===== src/rtl/pipe_ctrl_decode.sv =====
// Multi-lane main-control decoder for the superscalar MIPS core.
// Decodes LANES opcodes per cycle in ID and carries the control bundle
// through the EX, MEM and WB stage registers. Lane 0 is the oldest lane.
// Flow control: there is no valid/ready handshake. stall and flush only
// turn the EX load into a bubble. MEM and WB advance on every edge.
module pipe_ctrl_decode #(
    parameter int LANES = 2
) (
    input  logic                 clk,
    input  logic                 reset,
    input  logic [LANES-1:0]     id_valid,
    input  logic [6*LANES-1:0]   id_op,
    input  logic                 stall,
    input  logic                 flush,
    input  logic [LANES-1:0]     br_taken,
    output logic [LANES-1:0]     ex_valid,
    output logic [LANES-1:0]     ex_regdst,
    output logic [LANES-1:0]     ex_alusrc,
    output logic [3*LANES-1:0]   ex_aluop,
    output logic [2*LANES-1:0]   ex_branch,
    output logic [LANES-1:0]     ex_extop,
    output logic [LANES-1:0]     ex_illegal,
    output logic [LANES-1:0]     mem_valid,
    output logic [LANES-1:0]     mem_memwrite,
    output logic [LANES-1:0]     mem_memread,
    output logic [LANES-1:0]     wb_valid,
    output logic [LANES-1:0]     wb_regwrite,
    output logic [LANES-1:0]     wb_memtoreg
);

    localparam logic [5:0] OP_RTYPE = 6'b000000;
    localparam logic [5:0] OP_ADDI  = 6'b001000;
    localparam logic [5:0] OP_LW    = 6'b100011;
    localparam logic [5:0] OP_SW    = 6'b101011;
    localparam logic [5:0] OP_BEQ   = 6'b000100;
    localparam logic [5:0] OP_BNE   = 6'b000101;
    localparam logic [5:0] OP_BGTZ  = 6'b000111;

    // Decoded ID bundle, already gated by id_valid
    logic [LANES-1:0]   dec_regdst;
    logic [LANES-1:0]   dec_alusrc;
    logic [3*LANES-1:0] dec_aluop;
    logic [2*LANES-1:0] dec_branch;
    logic [LANES-1:0]   dec_extop;
    logic [LANES-1:0]   dec_illegal;
    logic [LANES-1:0]   dec_memwrite;
    logic [LANES-1:0]   dec_memread;
    logic [LANES-1:0]   dec_regwrite;

    // Controls that are carried through EX but not exported there
    logic [LANES-1:0]   ex_memwrite_q;
    logic [LANES-1:0]   ex_memread_q;
    logic [LANES-1:0]   ex_regwrite_q;
    logic [LANES-1:0]   mem_regwrite_q;

    // Lanes allowed into MEM (cleared behind the oldest taken branch)
    logic [LANES-1:0]   mem_keep;

    // Per-lane opcode decode; an invalid lane decodes to all zeros
    always_comb begin
        logic [5:0] op;
        dec_regdst   = '0;
        dec_alusrc   = '0;
        dec_aluop    = '0;
        dec_branch   = '0;
        dec_extop    = '0;
        dec_illegal  = '0;
        dec_memwrite = '0;
        dec_memread  = '0;
        dec_regwrite = '0;
        op           = '0;
        for (int k = 0; k < LANES; k++) begin
            op = id_op[k*6 +: 6];
            if (id_valid[k]) begin
                case (op)
                    OP_RTYPE: begin
                        dec_regdst[k]       = 1'b1;
                        dec_regwrite[k]     = 1'b1;
                        dec_aluop[k*3 +: 3] = 3'b100;
                    end
                    OP_ADDI: begin
                        dec_alusrc[k]       = 1'b1;
                        dec_regwrite[k]     = 1'b1;
                    end
                    OP_LW: begin
                        dec_alusrc[k]       = 1'b1;
                        dec_memread[k]      = 1'b1;
                        dec_regwrite[k]     = 1'b1;
                        dec_extop[k]        = 1'b1;
                    end
                    OP_SW: begin
                        dec_alusrc[k]       = 1'b1;
                        dec_memwrite[k]     = 1'b1;
                        dec_extop[k]        = 1'b1;
                    end
                    OP_BEQ: begin
                        dec_branch[k*2 +: 2] = 2'b01;
                        dec_extop[k]         = 1'b1;
                        dec_aluop[k*3 +: 3]  = 3'b001;
                    end
                    OP_BNE: begin
                        dec_branch[k*2 +: 2] = 2'b10;
                        dec_extop[k]         = 1'b1;
                        dec_aluop[k*3 +: 3]  = 3'b001;
                    end
                    OP_BGTZ: begin
                        dec_branch[k*2 +: 2] = 2'b11;
                        dec_extop[k]         = 1'b1;
                    end
                    default: dec_illegal[k] = 1'b1;
                endcase
            end
        end
    end

    // Squash mask: a lane survives unless an older live lane took a branch
    always_comb begin
        logic seen;
        seen     = 1'b0;
        mem_keep = '0;
        for (int k = 0; k < LANES; k++) begin
            mem_keep[k] = ~seen;
            seen        = seen | (br_taken[k] & ex_valid[k]);
        end
    end

    // EX register: reset, then bubble on stall/flush, else load decode
    always_ff @(posedge clk) begin
        if (reset || stall || flush) begin
            ex_valid      <= '0;
            ex_regdst     <= '0;
            ex_alusrc     <= '0;
            ex_aluop      <= '0;
            ex_branch     <= '0;
            ex_extop      <= '0;
            ex_illegal    <= '0;
            ex_memwrite_q <= '0;
            ex_memread_q  <= '0;
            ex_regwrite_q <= '0;
        end else begin
            ex_valid      <= id_valid;
            ex_regdst     <= dec_regdst;
            ex_alusrc     <= dec_alusrc;
            ex_aluop      <= dec_aluop;
            ex_branch     <= dec_branch;
            ex_extop      <= dec_extop;
            ex_illegal    <= dec_illegal;
            ex_memwrite_q <= dec_memwrite;
            ex_memread_q  <= dec_memread;
            ex_regwrite_q <= dec_regwrite;
        end
    end

    // MEM register: always advances, younger lanes behind a taken branch die
    always_ff @(posedge clk) begin
        if (reset) begin
            mem_valid      <= '0;
            mem_memwrite   <= '0;
            mem_memread    <= '0;
            mem_regwrite_q <= '0;
        end else begin
            mem_valid      <= ex_valid & mem_keep;
            mem_memwrite   <= ex_memwrite_q & mem_keep;
            mem_memread    <= ex_memread_q & mem_keep;
            mem_regwrite_q <= ex_regwrite_q & mem_keep;
        end
    end

    // WB register: copies MEM unchanged every edge
    always_ff @(posedge clk) begin
        if (reset) begin
            wb_valid    <= '0;
            wb_regwrite <= '0;
            wb_memtoreg <= '0;
        end else begin
            wb_valid    <= mem_valid;
            wb_regwrite <= mem_regwrite_q;
            wb_memtoreg <= mem_memread;
        end
    end

endmodule

===== config.mk =====
export PLATFORM = sky130hd
export DESIGN_NAME = pipe_ctrl_decode
export DESIGN_NICKNAME = d
export VERILOG_FILES = /design/src/rtl/pipe_ctrl_decode.sv
export SDC_FILE = /design/constraint.sdc
export NUM_CORES = 1
export LEC_CHECK = 0
export BUFFER_PORTS_ARGS = -buffer_cell sky130_fd_sc_hd__buf_4
export CORE_ASPECT_RATIO = 0.5
export CORE_MARGIN = 1.5
export CORE_UTILIZATION = 46
export DETAILED_ROUTE_END_ITERATION = 10
export PLACE_DENSITY = 0.78
export REMOVE_ABC_BUFFERS = 1
export SLEW_MARGIN = 20
export SYNTH_ARGS = -nofsm -noshare
export SYNTH_HDL_FRONTEND = slang
export SYNTH_SLANG_ARGS = --single-unit

===== constraint.sdc =====
create_clock -name clk -period 1.6 [get_ports clk]
set_input_delay 0.24 -clock clk [delete_from_list [all_inputs] [get_ports clk]]
set_output_delay 0.24 -clock clk [all_outputs]
set_load 0.03 [all_outputs]

-- Yosys cells after proc, flatten, opt, wreduce, memory -nomap -nowiden
Cells that the tools add are included.
- add/sub/neg operators: 0
- shifts and indexed selects: 0
- reduce and logical (&&, ||, !) cells: 16
- $mul: 0
- bitwise operators: 8
- divide/modulo/power cells: 0
- equality and inequality tests: 12
- $lt $le $gt $ge: 0
- multiplexer cells: 18
- operators by type and width (kind ; number):
    6-bit by 3-bit equality test with 1-bit output (second input constant) ; 6
    6-bit equality test (second input constant) ; 4
    1-bit 2-to-1 mux ; 14
    7-bit OR reduction ; 2
    6-bit by 4-bit equality test with 1-bit output (second input constant) ; 2
    6-bit zero test ; 2
    2-bit one-hot mux with 3 select lines ; 2
    3-bit one-hot mux with 2 select lines ; 2
    3-bit OR reduction ; 4
    5-bit OR reduction ; 2
    2-bit AND ; 4
    2-bit OR reduction ; 4
    1-bit inverter ; 3
    1-bit logical OR ; 2
    1-bit AND ; 1
- ROM bits: 0
- bits in latches: 0
- output and inout bits: 32
- logic and storage cells: 80
- flip-flop bits (word level): 40
- bits in writable memories: 0
- bits of input ports: 20
- memories: 0

-- Logic depth before layout (Yosys ltp)
- depth in word-level cells: 3
- depth in mapped cells: 4
- gate-level depth less buffers: 3

-- Worst setup path after synthesis
OpenSTA, ideal clock, no wires.
- path kind: input-to-reg
- start point: in stall
- end point: reg ex_branch[0]
- slack: 179 ps
- buffers on the path: 1
- library setup time: 62 ps
- cell stages on the path: 4
- data required time: 1538 ps
- arrival time: 1359 ps
- cell sequence: or4b_4 -> buf_6 -> or3_4 -> nor2_2
- word-level cells in the longest chain between the ends: 3
- RTL lines (element ; line ; RTL):
    start, declared ; 13 ; input logic stall,
    1-bit logical OR (2 in series) ; 129 ; if (reset || stall || flush) begin
    2-bit OR reduction (no line) ; - ;
    end signal, assigned ; 145 ; ex_branch <= dec_branch;
    end, declared ; 20 ; output logic [2*LANES-1:0] ex_branch,
No other way between the ends.
A chain may end at the register's enable or synchronous reset.

-- Worst setup path in the final report
- start point: in stall
- end point: reg ex_branch[2]
Same word-level chain as after synthesis.

==> impl_metrics.yaml <==
timing:
  tns_ps: 0
  fmaxAchievable_mhz: 794
  hold_violations: 0
  setup_viol: 0
  slew_violations: 0
  fin_crit_sh: 0.787
  min_period_ps: 1260
  fin_ws_ps: 341
  fin_hold_ws_ps: 151
  fin_skew_ps: 7.92
  rsz0062_at_grt: "false"
clock_tree:
  cts.sinks: 38
  clock_path_buffers: 2
  cts_resized: 0
  cts_max_level: 2
  cts_setup_buffers: 0
  postCtsHoldBufs: 0
  root_buffer: "clkbuf_8"
  cts.clk_slew.worst_paths_ps: 70
  cts_tree: "built"
  cts_made_buffers: 5
  clk_latency_ps: 290
worst_setup_path:
  worstPathArrival_ps: 1490
  cp.required_ps: 1830
  cp-start-kind: "input pin"
  crit_type: "in2reg"
  cp-end-kind: "flop"
  reg2reg_to: "mem_regwrite_q[1]"
  path_max_fanout: 9
  regToRegStartpoint: "ex_valid[0]"
  r2r_setup_slack_ps: 820
  worst_r2r_path_depth: 2
place:
  io_buffer_count: 48
  gp_congestion: 0.861
  place_hpwl_um: 1620
  pre_cts_slack_ps: 42.5
  place_inst: 200
  place_area_sq_um: 1640
detailed_routing:
  wirelength_um: 2210
  drt_iter0_drc: 47
  wire_per_inst_um: 10.6
  via_per_inst: 4.43
  firstDrtPassIters: 4
  routed-via-count: 921
  drc: 0
  antenna_left: 0
grt:
  antenna_found_initial: 0
  grt_first_pass_wirelength_um: 3420
  track_usage: 0.159
  grt_pass1_vias: 807
  grt_max_degree: 13
  grt_overflow: 0
min_path:
  hold_class: "in2reg"
  hold_end: "ex_aluop[3]"
  whs_path_depth: 2
  min_from: "id_op[7]"
final_layout:
  area_growth_pct: 42.7
  final_common_cell: "buf_4"
  final_cell_mix: "50 x buf_4, 38 x dfxtp_1, 10 x nor2b_1, 10 x nor3_1, 8 x nor2_1"
  diodes: 0
  drive_gt1_frac: 0.380
  fillCellCount: 212
  top_regs: "ex_aluop: 4 flops, ex_branch: 4 flops"
  fin_area_sq_um: 1780
  final_nets: 190
  finalNonFillerCells: 208
  postLayoutCoreUtil: 0.688
die:
  fp.dieH_um: 39.8
  die_x_um: 76.6
  core_sq_um: 2590
  io_pins: 52
  rows: 13
  die-area_sq_um: 3050
  initial_core_util: 0.482
pwr:
  power_frac_clock: 0.479
  ir_drop_mv: 0.526
  leakage_nw: 0.813
  p_sw_frac: 0.191
  p_seq_frac: 0.462
  comb_power_share: 0.059
  powerDensity_nw_per_um2: 1160
  power.total_mw: 2.06
  intPower_mw: 1.67
  power.switching_mw: 0.394
logic_synthesis:
  syn-cell-area_sq_um: 1250
  synth_top_area_cell: "dfxtp_1"
  synth_cell_types: 31
  synth.area.top_cells: "dfxtp_1 61%, nor2b_1 5.0%, nor3_1 4.0%"
  syn_avg_cell_area_sq_um: 10.7
  synth_cells: 117
  netlist.area_leader.share: 0.610
  ys_seq_elements: 38
  yosysWarnings: 0
  yosysSeqAreaShare: 0.610
status:
  status: "completed"
run:
  cap_violations: 0
[worst max path at each step]
stage,from,end,slack [ps],depth (start not counted)
finish,stall,ex_branch[2],340,4
global route,stall,ex_branch[2],300,4
CTS,stall,ex_branch[2],340,4
detailed placement,stall,ex_branch[2],40,4
global placement,stall,ex_branch[2],60,4
floorplan,stall,ex_branch[2],230,3
[Yosys cell counts]
cell and n:
nand4_1 1, nor2b_1 10, a211oi_1 1, o21a_1 1, nor2_1 8, nand2_1 3, dfxtp_1 38, nor4_1 1
buf_6 1, buf_2 1, buf_4 2, nor3_1 10, clkbuf_1 1, nor3b_1 2, or3b_2 1, nand4b_4 1
nand3_1 4, or4bb_1 1, a31oi_1 1, or4b_4 1, nand4b_1 1, nor2_2 1, or4b_2 2, and3_1 1
or3_4 1, a21oi_1 6, inv_1 6, and2_1 6, xor2_1 2, conb_1 1, nand3b_1 1
[worst max-delay path, stage by stage]
cell and delay [ps]:
buf_4 110, or4b_2 790, nand4b_4 230, nor2_1 100
[cell families (layout without fill, tap and decap cells)]
family | after synthesis | in the layout | share of synthesized area
flops | 38 | 38 | 0.610
simple gates | 56 | 56 | 0.286
compound gates | 9 | 9 | 0.0411
buf+inv | 11 | 64 | 0.0461
xor+xnor | 2 | 2 | 0.0140
other cells | 1 | 2 | 0.00301
[power by group through the flow]
stage | Sequential, mW | Combinational, mW | Clock [mW]
detailed placement | 0.974 | 0.121 | 0
CTS | 0.952 | 0.122 | 1.01
floorplan | 0.984 | 0.0398 | 0
global route | 0.952 | 0.131 | 1.04
finish | 0.952 | 0.122 | 0.989
global placement | 0.974 | 0.118 | 0
[area by class of cell]
| class | instances | area, sq um | share of cell area |
|---|---|---|---|
| clock inverter | 2 | 60.1 | 0.0337 |
| multi-input combinational | 69 | 433 | 0.243 |
| inverter | 6 | 22.5 | 0.0126 |
| timing repair buffer | 50 | 375 | 0.211 |
| tap | 37 | 46.3 | 0.0260 |
| sequential | 38 | 761 | 0.427 |
| clock buffer | 6 | 82.6 | 0.0464 |
[layer usage]
layer	track usage	vias to the layer above	share of wire
met5	0	-	0
met4	0.125	0	0.017
met3	0.0558	6	0.059
met2	0.292	32	0.51
met1	0.158	389	0.42
li1	-	494	-
Power figures use the tool's default switching activity.
